<file path="config.mk">
export PLATFORM = sky130hd
export DESIGN_NAME = shift_wb_buffer
export DESIGN_NICKNAME = d
export VERILOG_FILES = /design/src/rtl/shift_wb_buffer.sv
export SDC_FILE = /design/constraint.sdc
export NUM_CORES = 1
export LEC_CHECK = 0
export BUFFER_PORTS_ARGS = -buffer_cell sky130_fd_sc_hd__buf_2
export CAP_MARGIN = 20
export CELL_PAD_IN_SITES_DETAIL_PLACEMENT = 1
export CELL_PAD_IN_SITES_GLOBAL_PLACEMENT = 2
export CORE_ASPECT_RATIO = 1.1
export CORE_UTILIZATION = 30
export CTS_BUF_LIST = sky130_fd_sc_hd__clkbuf_8
export DETAILED_ROUTE_END_ITERATION = 10
export PLACE_DENSITY = 0.84
export SLEW_MARGIN = 20
export SYNTH_ARGS = -nofsm -noshare
export SYNTH_HDL_FRONTEND = slang
export SYNTH_SLANG_ARGS = --single-unit
</file>
<file path="constraint.sdc">
create_clock -name clk -period 2.1 [get_ports clk]
set_clock_uncertainty 0.05 [all_clocks]
set_input_delay 0.42 -clock clk [delete_from_list [all_inputs] [get_ports clk]]
set_output_delay 0.42 -clock clk [all_outputs]
set_load 0.01 [all_outputs]
</file>
<file path="src/rtl/shift_wb_buffer.sv">
// Writeback buffer between the shifter and the register-file write port.
// In-order FIFO of {data, addr}; the optional forwarding port is enabled by SHIFT_WB_FWD_EN.
module shift_wb_buffer #(
  parameter int DW    = 16,
  parameter int RW    = 3,
  parameter int DEPTH = 2
) (
  input  logic                     clk,
  input  logic                     rst_n,
  input  logic                     in_valid,
  output logic                     in_ready,
  input  logic [DW-1:0]            in_data,
  input  logic [RW-1:0]            in_rd,
  output logic                     wb_valid,
  input  logic                     wb_ready,
  output logic [DW-1:0]            wb_data,
  output logic [RW-1:0]            wb_addr,
  output logic [$clog2(DEPTH):0]   count
`ifdef SHIFT_WB_FWD_EN
  ,
  input  logic [RW-1:0]            fwd_addr,
  output logic                     fwd_hit,
  output logic [DW-1:0]            fwd_data
`endif
);
  localparam int PW = $clog2(DEPTH);
  localparam int CW = PW + 1;

  typedef struct packed {
    logic [DW-1:0] data;
    logic [RW-1:0] addr;
  } wb_entry_t;

  wb_entry_t [DEPTH-1:0] mem;
  logic [PW-1:0]         wr_ptr, rd_ptr;
  logic                  push, enq, pop;

  assign in_ready = (count != CW'(DEPTH));
  assign wb_valid = (count != '0);
  assign push     = in_valid && in_ready;
  // r0 is hardwired zero: the handshake completes but nothing is queued
  assign enq      = push && (in_rd != '0);
  assign pop      = wb_valid && wb_ready;
  assign wb_data  = mem[rd_ptr].data;
  assign wb_addr  = mem[rd_ptr].addr;

  always_ff @(posedge clk) begin
    if (!rst_n) begin
      mem    <= '0;
      wr_ptr <= '0;
      rd_ptr <= '0;
      count  <= '0;
    end else begin
      if (enq) begin
        mem[wr_ptr] <= {in_data, in_rd};
        wr_ptr      <= wr_ptr + PW'(1);
      end
      if (pop) rd_ptr <= rd_ptr + PW'(1);
      case ({enq, pop})
        2'b10:   count <= count + CW'(1);
        2'b01:   count <= count - CW'(1);
        default: ;
      endcase
    end
  end

`ifdef SHIFT_WB_FWD_EN
  // Walk oldest to youngest so the youngest match overwrites earlier ones
  always_comb begin
    fwd_hit  = 1'b0;
    fwd_data = '0;
    for (int i = 0; i < DEPTH; i++) begin
      if ((CW'(i) < count) && (fwd_addr != '0) &&
          (mem[rd_ptr + PW'(i)].addr == fwd_addr)) begin
        fwd_hit  = 1'b1;
        fwd_data = mem[rd_ptr + PW'(i)].data;
      end
    end
  end
`endif

endmodule

</file>
==> results of run 1 <==
## metal layers
metal,part of all wire [%],global-route usage (%)
met1,46,15.2
met2,48,22.5
met3,4.9,3.55
met4,1.3,4.63
met5,0,0
## registers in the layout, summed over array words and instances, names as in the netlist
name,cells
wr_ptr,1
rd_ptr,1
count,2
mem,38
## cell families after synthesis
kind of cell,Yosys count,synth area share [%]
multiplexers,57,31.3
AND/OR/NAND/NOR,66,15.1
AO/OA/AOI/OAI,5,1.78
flip-flops,42,44.3
XOR/XNOR,3,1.38
adder cells (fa/ha/maj),1,0.659
buffers and inverters,15,5.47
## layout by cell type (no fill, tap or decap)
cell type / instances
or2b_4: 1
nand2_1: 57
xnor2_1: 3
buf_4: 2
and4_4: 1
clkinv_2: 1
dfxtp_1: 42
mux2_2: 19
or3_1: 1
o21a_1: 2
nor2b_1: 1
o21ai_0: 1
and2_1: 1
or3_4: 1
nand3_1: 1
a31oi_1: 1
clkbuf_8: 6
ha_1: 1
and4_1: 1
mux2i_1: 38
buf_2: 45
inv_1: 2
or2_2: 1
a21boi_0: 1
buf_12: 2
## worst min path at each step
stage | slack [ns] | end | cells after the start | start
4_1_cts | 0.34 | mem[17]$_SDFFE_PN0P_ | 3 | in_data[14]
6_report | 0.35 | mem[5]$_SDFFE_PN0P_ | 3 | in_data[2]
3_5_place_dp | 0.40 | mem[33]$_SDFFE_PN0P_ | 2 | mem[33]$_SDFFE_PN0P_
2_1_floorplan | 0.38 | mem[19]$_SDFFE_PN0P_ | 2 | mem[19]$_SDFFE_PN0P_
3_3_place_gp | 0.39 | mem[26]$_SDFFE_PN0P_ | 2 | mem[26]$_SDFFE_PN0P_
5_1_grt | 0.34 | mem[11]$_SDFFE_PN0P_ | 3 | in_data[8]
## area by class of cell
type                    count  share of cell area [%]
multi-input cells         132                    42.0
flip-flops and latches     42                    37.0
repair buffers             49                    12.3
well taps                  80                    4.41
clock buffers               6                    3.64
clock inverters             2                   0.386
inverters                   1                   0.165
## power breakdown
group | internal [mW] | switching [mW] | total [mW]
registers | 0.898 | 0.0660 | 0.964
clock network | 0.261 | 0.274 | 0.534
logic | 0.371 | 0.344 | 0.714
## stage by stage
stage	area (µm²)	utilization (%)	setup slack [ns]
2_1_floorplan	1900	-	0.347
4_1_cts	2270	36.9	0.245
3_5_place_dp	2180	35.4	0.111
6_report	2270	36.9	0.281
5_1_grt	2270	36.9	0.198
3_3_place_gp	2180	35.4	0.195
## worst max-delay path, stage by stage (launching register included)
cell	delay, ns
dfxtp_1	0.33
buf_4	0.22
mux2_2	0.37
buf_2	0.14
==> metrics.md, run 1 <==
| Metric | Value |
|---|---|
| Final setup fails | `0` |
| Largest net degree at the start of global routing | `34` |
| First-pass DRT Iterations | `4` |
| Clock Path Buffers | `2` |
| Worst R2R Setup Slack | `0.36 ns` |
| Hold slack | `0.349 ns` |
| Synth Warn # | `0` |
| Input/output buffers | `45` |
| Slew headroom | `65.6%` |
| Cell taking the most area after synthesis | `dfxtp_1` |
| Final TNS setup | `0 ns` |
| Num rows | `30` |
| Power per Cell Area | `975 nW/µm²` |
| H-tree levels | `2` |
| Max-Cap Viols | `0` |
| Worst reg2reg path startpoint | `count[1]$_SDFFE_PN0P_` |
| Post-synth top cells | `nand2_1 (57), dfxtp_1 (42), mux2i_1 (38)` |
| Min cycle time layout | `1.82 ns` |
| Number of synthesized flops with an enable pin | `0` |
| Status | `finished, final reports clean` |
| Initial Util | `30.8%` |
| Yosys reg bits | `42` |
| Via Count | `1,421` |
| CTS Buf Count | `5` |
| Most numerous cell in the Yosys netlist | `nand2_1` |
| Multi-input gate area | `953 µm²` |
| Register area | `841 µm²` |
| Yosys cell types | `23` |
| I/O pins | `46` |
| DR iter-0 viols | `21` |
| Critical Path RT | `1.63 ns` |
| Crit path launch type | `flip-flop` |
| WL/cell | `12.7 µm` |
| Number of fill cells | `734` |
| Reg2reg end | `count[1]$_SDFFE_PN0P_` |
| Post-Syn Nets | `213` |
| Critical Path Fanout Max | `12` |
| Top FF cell, synth | `dfxtp_1` |
| End of the critical path | `wb_data[0]` |
| # diodes | `0` |
| Post-synthesis cell count | `189` |
| DRT antenna net count | `0` |
| CP startpoint | `rd_ptr$_SDFFE_PN0P_` |
| GPL Wtd Cong | `0.675` |
| Core area | `6160 µm²` |
| Worst EP arrival | `1.35 ns` |
| Kind of critical path | `flip-flop to output port` |
| Vias in the first global route | `1,520` |
| Gr ovfl total | `0` |
| Die width | `77.8 µm` |
| Post-route clock period utilization | `86.6%` |
| CTS tree | `done` |
| Initial antenna violation count | `0` |
| Total power | `2.21 mW` |
| FMAX | `0.550 GHz` |
| Die area | `6650 µm²` |
| Final WL | `3.96 mm` |
| Clock transition at the registers of the reported paths | `0.08 ns` |
| RSZ-0062 raised after global routing | `no` |
| Synth top area share | `44.3%` |
| CTS root buf | `clkbuf_8` |
| Synth area leaders | `dfxtp_1 (44%), mux2i_1 (20%), mux2_2 (11%)` |
| Syn avg cell area | `10.0 µm²` |
| Cell count after placement | `304` |
| Placed wire-length estimate | `2.72 mm` |
| Final nets | `255` |
| Measured slew at the worst slew-check pin | `0.517 ns` |
| Share of cells above drive strength 1 | `34.1%` |
| Clk Latency, worst-skew pair | `0.29 ns` |
| CP Capture Type | `output port` |
| R2R depth | `5` |
| Area Growth Syn to Fin | `19.6%` |
| Sequential-to-total area share from yosys stat | `44.3%` |
| Via/cell ratio | `4.55` |
| Die Height | `85.4 µm` |
| Hold Violations, Final | `0` |
| Peak VDD IR | `0.000383 V` |
| # resized after CTS | `0` |
| Clk sinks | `42` |
| Hold Crit Class | `input pin to flip-flop` |
| Total GRT Usage | `12.9%` |
| # hold bufs at CTS | `0` |
| Synth Cell Area | `1900 µm²` |
| P_leak | `0.983 nW` |
| First-pass GRT wire length | `6.73 mm` |
| FFs w/ async S/R, synth | `0%` |
| Residual DRC | `0` |
| Fin cells | `312` |
| Setup repair bufs after CTS | `0` |
| Max-slew violation count | `0` |
Note: power is estimated with default switching activity, not from simulation.
==> inputs of run 2 (changes only) <==
Settings changed: MAX_ROUTING_LAYER set to met4.
==> run 2 against run 1 <==
Compared with the run above:
- global-route usage rose by 0.39 points
- critical path type unchanged
- sequential share of layout area unchanged
- highest routed layer unchanged
- critical path depth did not move
- fmax rose by 0.22%
- core utilization unchanged
- die area did not move
- register-to-register slack hardly changed
==> metrics.md, run 2 (synthesized netlist as in run 1, its figures left out) <==
| Metric | Value |
|---|---|
| DR iter-0 viols | `19 (-9.5%)` |
| Switching share of power | `30.8% (-0.078 points)` |
| CP startpoint | `rd_ptr$_SDFFE_PN0P_` |
| Critical Path Fanout Max | `12 (unchanged)` |
| Worst EP arrival | `1.35 ns (about the same)` |
| Die Height | `85.4 µm (unchanged)` |
| Slew headroom | `65.6% (+0.078 points)` |
| Reg2reg end | `count[1]$_SDFFE_PN0P_` |
| Post-route clock period utilization | `86.4% (-0.19 points)` |
| Worst reg2reg path startpoint | `count[1]$_SDFFE_PN0P_` |
| Int Pwr | `1.53 mW (unchanged)` |
| Utilization after layout | `36.9% (unchanged)` |
| Net Switching | `681 µW (-0.37%)` |
| Final nets | `255 (unchanged)` |
| R2R depth | `5 (unchanged)` |
| Max-slew violation count | `0 (unchanged)` |
| Min cycle time layout | `1.82 ns (-0.00403 ns)` |
| Die area | `6650 µm² (unchanged)` |
| CP Capture Type | `output port` |
| Num rows | `30 (unchanged)` |
| Kind of critical path | `flip-flop to output port` |
| Clk Latency, worst-skew pair | `0.28 ns (about the same)` |
| Max reg flops | `38 (unchanged)` |
| Fin area | `2270 µm² (unchanged)` |
| WL/cell | `12.7 µm (-0.10%)` |
| Setup WS pre-CTS | `0.111 ns (unchanged)` |
| Hold Violations, Final | `0 (unchanged)` |
| Setup repair bufs after CTS | `0 (unchanged)` |
| # diodes | `0 (unchanged)` |
| Most frequent cells in the layout | `nand2_1 (57), buf_2 (45), dfxtp_1 (42)` |
| Hold Crit Class | `input pin to flip-flop` |
| Max-Cap Viols | `0 (unchanged)` |
| Clock transition at the registers of the reported paths | `0.08 ns (about the same)` |
| # hold bufs at CTS | `0 (unchanged)` |
| Final TNS setup | `0 ns (unchanged)` |
| Vias in the first global route | `1,520 (unchanged)` |
| Residual DRC | `0 (unchanged)` |
| DRT antenna net count | `0 (unchanged)` |
| First-pass DRT Iterations | `4 (unchanged)` |
| P_leak | `0.983 nW (unchanged)` |
| Final setup fails | `0 (unchanged)` |
| Initial antenna violation count | `0 (unchanged)` |
| Largest net degree at the start of global routing | `34 (unchanged)` |
| RSZ-0062 raised after global routing | `no` |
| Hold depth | `3 (unchanged)` |
| Crit path launch type | `flip-flop` |
| I/O pins | `46 (unchanged)` |
| Share of cells above drive strength 1 | `34.1% (unchanged)` |
| Critical Path RT | `1.63 ns (about the same)` |
| Die width | `77.8 µm (unchanged)` |
| # resized after CTS | `0 (unchanged)` |
| Logic pwr share | `32.3% (about the same)` |
| Clock group share of total power | `24.1% (about the same)` |
| Power per Cell Area | `974 nW/µm² (-0.11%)` |
| H-tree levels | `2 (unchanged)` |
| GPL Wtd Cong | `0.682 (+0.99%)` |
| Placed wire-length estimate | `2.72 mm (unchanged)` |
| Multi-input gate area | `953 µm² (unchanged)` |
| First-pass GRT wire length | `6.73 mm (unchanged)` |
| Sequential power share | `43.6% (about the same)` |
| Final setup margin | `0.285 ns (+0.00403 ns)` |
| Commonest non-fill, non-tap cell in the layout | `nand2_1` |
| Status | `finished, final reports clean` |
| Final WL | `3.95 mm (-0.10%)` |
| Input/output buffers | `45 (unchanged)` |
| Worst R2R Setup Slack | `0.37 ns (about the same)` |
| Clk sinks | `42 (unchanged)` |
| Gr ovfl total | `0 (unchanged)` |
| Via Count | `1,413 (-0.56%)` |
| Total GRT Usage | `13.3% (+0.39 points)` |
| Peak VDD IR | `0.000383 V (about the same)` |
| Reg with most FFs | `mem` |
| FMAX | `0.551 GHz (+0.22%)` |
| CTS root buf | `clkbuf_8` |
| Initial Util | `30.8% (unchanged)` |
| CTS tree | `done` |
| Via/cell ratio | `4.53 (-0.56%)` |
| End of the critical path | `wb_data[0]` |
| Placed instance area | `2180 µm² (unchanged)` |
| Register area | `841 µm² (unchanged)` |
| Area Growth Syn to Fin | `19.6% (unchanged)` |
| Measured slew at the worst slew-check pin | `0.515 ns (-0.00116 ns)` |
| Number of fill cells | `734 (unchanged)` |
| Core area | `6160 µm² (unchanged)` |
| Top Registers | `mem (38), count (2)` |
| CTS Buf Count | `5 (unchanged)` |
| Clock Path Buffers | `2 (unchanged)` |
| Total power | `2.21 mW (-0.11%)` |
==> run 2: cell counts in the layout (fill, tap and decap cells not counted) <==
Identical to the previous run, type by type.
==> run 2: cell type report <==
class | count | share of cell area [%]
multi-input combinational | 132 | 42.0
timing repair buffer | 49 | 12.3
clock buffer | 6 | 3.64
inverter | 1 | 0.165
sequential | 42 | 37.0
clock inverter | 2 | 0.386
tap | 80 | 4.41
==> run 2: layer usage <==
layer | global-route usage [%] | share of wire, %
met5 | - | 0
met4 | 4.63 | 0.56
met3 | 3.12 | 4.3
met2 | 22.5 | 48
met1 | 15.4 | 47
==> run 2: per-stage QoR <==
step	cells	hold WS (ns)
after floorplan	189	0.381
after global placement	304	0.389
final	312	0.351
after CTS	312	0.340
after detailed placement	304	0.396
after global routing	312	0.342
==> run 2: how the worst min path moves through the flow <==
stage	startpoint	end	slack (ns)
2_1_floorplan	mem[19]$_SDFFE_PN0P_	mem[19]$_SDFFE_PN0P_	0.38
4_1_cts	in_data[14]	mem[17]$_SDFFE_PN0P_	0.34
3_3_place_gp	mem[26]$_SDFFE_PN0P_	mem[26]$_SDFFE_PN0P_	0.39
3_5_place_dp	mem[33]$_SDFFE_PN0P_	mem[33]$_SDFFE_PN0P_	0.40
6_report	in_data[14]	mem[17]$_SDFFE_PN0P_	0.35
5_1_grt	in_data[8]	mem[11]$_SDFFE_PN0P_	0.34
==> run 2: worst max-delay path, stage by stage, from the launching register on <==
cell	delay, ns
dfxtp_1	0.33
buf_4	0.22
mux2_2	0.37
buf_2	0.14
==> run 2: power by group through the flow <==
stage               registers [mW]  clock network, mW  logic [mW]
finish                       0.964              0.532       0.714
global route                 0.981              0.588       0.784
CTS                          0.967              0.559       0.736
detailed placement           0.985                  0       0.731
global placement             0.979                  0       0.724
floorplan                    0.974                  0       0.526
